==> config.mk <==
export PLATFORM = sky130hd
export DESIGN_NAME = byte_assembler
export DESIGN_NICKNAME = d
export VERILOG_FILES = /design/src/rtl/byte_assembler.sv
export SDC_FILE = /design/constraint.sdc
export NUM_CORES = 1
export LEC_CHECK = 0
export BUFFER_PORTS_ARGS = -buffer_cell sky130_fd_sc_hd__buf_4
export CAP_MARGIN = 20
export CORE_ASPECT_RATIO = 1.25
export CORE_MARGIN = 10
export CORE_UTILIZATION = 40
export CTS_CLUSTER_SIZE = 24
export DETAILED_ROUTE_END_ITERATION = 6
export GPL_ROUTABILITY_DRIVEN = 0
export GPL_TIMING_DRIVEN = 1
export SKIP_LAST_GASP = 1
export SLEW_MARGIN = 30
export SYNTH_ARGS = -nofsm -noshare
export SYNTH_HDL_FRONTEND = slang
export SYNTH_SLANG_ARGS = --single-unit
==> constraint.sdc <==
create_clock -name clk -period 2.35 [get_ports clk]
set_clock_uncertainty 0.1 [all_clocks]
set_input_delay 0.1175 -clock clk [delete_from_list [all_inputs] [get_ports clk]]
set_output_delay 0.1175 -clock clk [all_outputs]
set_load 0.05 [all_outputs]
==> src/rtl/byte_assembler.sv <==
// Packs an 8-bit valid/ready byte stream into 32-bit words, with optional LSB-first or MSB-first lane order.
// The output slot is a single register that reloads on the same edge it drains, so back-to-back words have no bubble.
module byte_assembler #(
    parameter bit LSB_FIRST = 1'b1
) (
    input  logic        clk,
    input  logic        reset,
    input  logic [7:0]  in_byte,
    input  logic        in_valid,
    output logic        in_ready,
    input  logic        flush,
    output logic [31:0] out_word,
    output logic        out_valid,
    input  logic        out_ready,
    output logic [1:0]  byte_count
);

    logic [31:0] asm_reg;
    logic [1:0]  count_reg;
    logic [31:0] out_word_reg;
    logic        out_valid_reg;

    logic [1:0]  lane_sel;
    logic [31:0] asm_next;
    logic        accept;
    logic        consume;
    logic        last_byte;

    // MSB-first fills lane 3-count, which for a 2-bit count is its complement.
    assign lane_sel  = LSB_FIRST ? count_reg : ~count_reg;
    assign last_byte = (count_reg == 2'd3);

    // The fourth byte still needs a slot that is free or draining this very cycle.
    assign in_ready = !reset && !flush && (!last_byte || !out_valid_reg || out_ready);
    assign accept   = in_valid && in_ready;
    assign consume  = out_valid_reg && out_ready;

    generate
        for (genvar gi = 0; gi < 4; gi++) begin : g_lane
            assign asm_next[8*gi +: 8] = (lane_sel == 2'(gi)) ? in_byte : asm_reg[8*gi +: 8];
        end
    endgenerate

    always_ff @(posedge clk) begin
        if (reset) begin
            asm_reg       <= 32'h0;
            count_reg     <= 2'd0;
            out_word_reg  <= 32'h0;
            out_valid_reg <= 1'b0;
        end else begin
            if (flush) begin
                asm_reg   <= 32'h0;
                count_reg <= 2'd0;
            end else if (accept) begin
                count_reg <= count_reg + 2'd1;
                if (last_byte) begin
                    asm_reg      <= 32'h0;
                    out_word_reg <= asm_next;
                end else begin
                    asm_reg <= asm_next;
                end
            end

            if (accept && last_byte) begin
                out_valid_reg <= 1'b1;
            end else if (consume) begin
                out_valid_reg <= 1'b0;
            end
        end
    end

    assign out_word   = out_word_reg;
    assign out_valid  = out_valid_reg;
    assign byte_count = count_reg;

endmodule

==> flow_summary_export.csv <==
group,metric,value,unit
place,io_buffers,48,
drt,wl_per_cell,18.4,um
critical_path,crit_end,"out_word[3]",
clock_network,clock_sinks,59,
global_routing,use_met2,21.6,%
critical_path,regToRegStartpoint,"byte_count[1]",
critical_path,worst_r2r_path_depth,4,
synth,synth_area,2620,um2
sta,setup_violations,0,
die,rows,32,
global_routing,met1_usage,16.9,%
critical_path,worstSetupEndpointType,"flip-flop",
synth,async_flop_share,0,%
global_routing,grt_usage,13.7,%
global_routing,grt_max_degree,37,
sta,hold_violations,0,
critical_path,startpoint,"byte_count[1]",
drt,drc,0,
sta,maxSlewHeadroom,53.7,%
die,pin_count,49,
critical_path,rr_endpoint,"out_word[3]",
drt,wl,6770,um
critical_path,worst-path-max-fanout,24,
clock_network,clockBufferDepth,2,
synth,synth_edf_count,0,
global_routing,grt_busiest_layer,"met2",
clock_network,clk_pin_slew,60,ps
critical_path,rrSetupSlack,480,ps
place,dp.final_hpwl,4460,um
sta,worst_pin_slew,691,ps
clock_network,cts_buffers,9,
die,dieArea,10200,um2
flow_run,max_cap_violations,0,
global_routing,grt_pass1_wl,11100,um
sta,rsz0062_at_grt,"false",
synth,syn_inst,226,
sta,slew_violations,0,
pwr,powerDensity,621,nW/um2
synth,synth-seq-cells,59,
clock_network,cts-root-buf,"clkbuf_8",
die,initial_utilization,41.6,%
global_routing,grt_overflow,0,
drt,viasPerCell,5.57,
synth,yosys_warnings,0,
critical_path,crit_type,"reg -> reg",
synth,synth_cell_types,32,
finish,largest_reg_flops,32,
sta,fin_crit,1870,ps
min_path,whs_path_depth,3,
finish,n_antenna_cell,0,
drt,drtIter0Drc,104,
finish,final_common_cell,"dfxtp_1",
global_routing,use_met3,3.92,%
pwr,vdd_drop_max,0.000319,V
critical_path,required,2440,ps
finish,num-nets-final,294,
finish,drive_above_1_share,36.2,%
min_path,min_path_type,"in -> reg",
synth,synthFlopType,"dfxtp_1",
die,die_y,110,um
sta,fin_crit_sh,79.6,%
pwr,total_power,2.04,mW
clock_network,worstSkewPairLatency,330,ps
pwr,leakagePower,1.25,nW
outcome,status,"complete, no violations",
global_routing,grt_pass1_vias,2071,
finish,areaGrowthSynthToFinish,25.2,%
die,die_w,92.4,um
clock_network,cts_resized,0,
sta,fin_setup_tns,0,ps
synth,synth_seq_area_share,45.1,%
critical_path,cp.arrival,1960,ps
global_routing,antenna_found_initial,0,
clock_network,cts_tree,"yes",
clock_network,cts_max_level,3,
drt,ant_nets,0,
drt,first_pass_iters,4,
sta,timing.fmax,535,MHz
synth,avgSynthCellArea,11.6,um2
finish,layout_common_cells,"59 x dfxtp_1, 55 x buf_4, 24 x mux2i_1, 24 x a31oi_1, 24 x a32o_1",
die,fp.coreArea,6290,um2
drt,routed-via-count,2045,
synth,synth_fp_nets,243,
critical_path,start_kind,"flip-flop",
## cell usage after synthesis (all sizes together) (3+ instances only)
cell type,instances,share of area (%)
mux2,8,3.4
buf,18,4.5
ha,4,1.9
and2,5,1.3
o211ai,4,1.1
dfxtp,59,45
nor2b,8,1.9
a211oi,24,11
a32o,24,9.2
clkbuf,6,0.86
mux2i,24,9.2
a31oi,24,5.7
inv,3,0.43
## critical path: stages (launching register included)
cell and delay [ps]:
dfxtp_1 410, ha_1 300, and2_4 300, and3_4 480, a211oi_1 130
## metrics by stage
step                util (%)  setup slack (ps)  cells  cell area (um2)  hold WS [ps]
CTS                     52.1               450    367             3280          2.60
finish                  52.1               481    367             3280          18.6
global route            52.1               330    367             3280          29.4
global placement        47.7               485    342             3000           306
floorplan                  -               335    226             2620           143
detailed placement      47.7               485    342             3000           312
## final cells by class
class                           count  area (um2)
Sequential cell                    59        1180
Inverter                            3        11.3
Fill cell                         600        3010
Multi-Input combinational cell    140        1280
Timing Repair Buffer               64         503
Clock buffer                       15         186
Clock inverter                      1        5.00
Tap cell                           85         106
## metal layers
metal | vias up | part of all wire (%)
met4 | 0 | 0.80
met1 | 1012 | 46
met3 | 2 | 4.0
met2 | 40 | 50
met5 | - | 0
li1 | 991 | -
## worst min-delay path by stage
stage          startpoint             to  slack (ps)
6_report            flush  byte_count[1]          20
5_1_grt             flush  byte_count[1]          30
4_1_cts             flush  byte_count[1]           3
3_5_place_dp   in_byte[7]    asm_reg[23]         310
3_3_place_gp   in_byte[7]    asm_reg[23]         310
2_1_floorplan  in_byte[0]     asm_reg[0]         140
## where the power goes
| part | switching, mW | internal, mW | total [mW] |
|---|---|---|---|
| logic | 0.0954 | 0.0559 | 0.151 |
| registers | 0.00451 | 1.01 | 1.01 |
| clock network | 0.375 | 0.498 | 0.873 |
| total | 0.475 | 1.56 | 2.04 |
## cells by family (layout without fill, tap and decap cells)
family	Yosys count	in the layout	share of synthesized area, %
compound gates	79	79	27.3
flops	59	59	45.1
mux	32	32	12.6
buf+inv	27	83	5.78
simple gates	25	25	7.22
fa+ha+maj	4	4	1.91
## what timing repair did
item	4_1_cts	5_1_grt
setup buffers	0	0
hold buffers	9	0
endpoints found under the hold margin	30	0
Power figures use the tool's default switching activity.
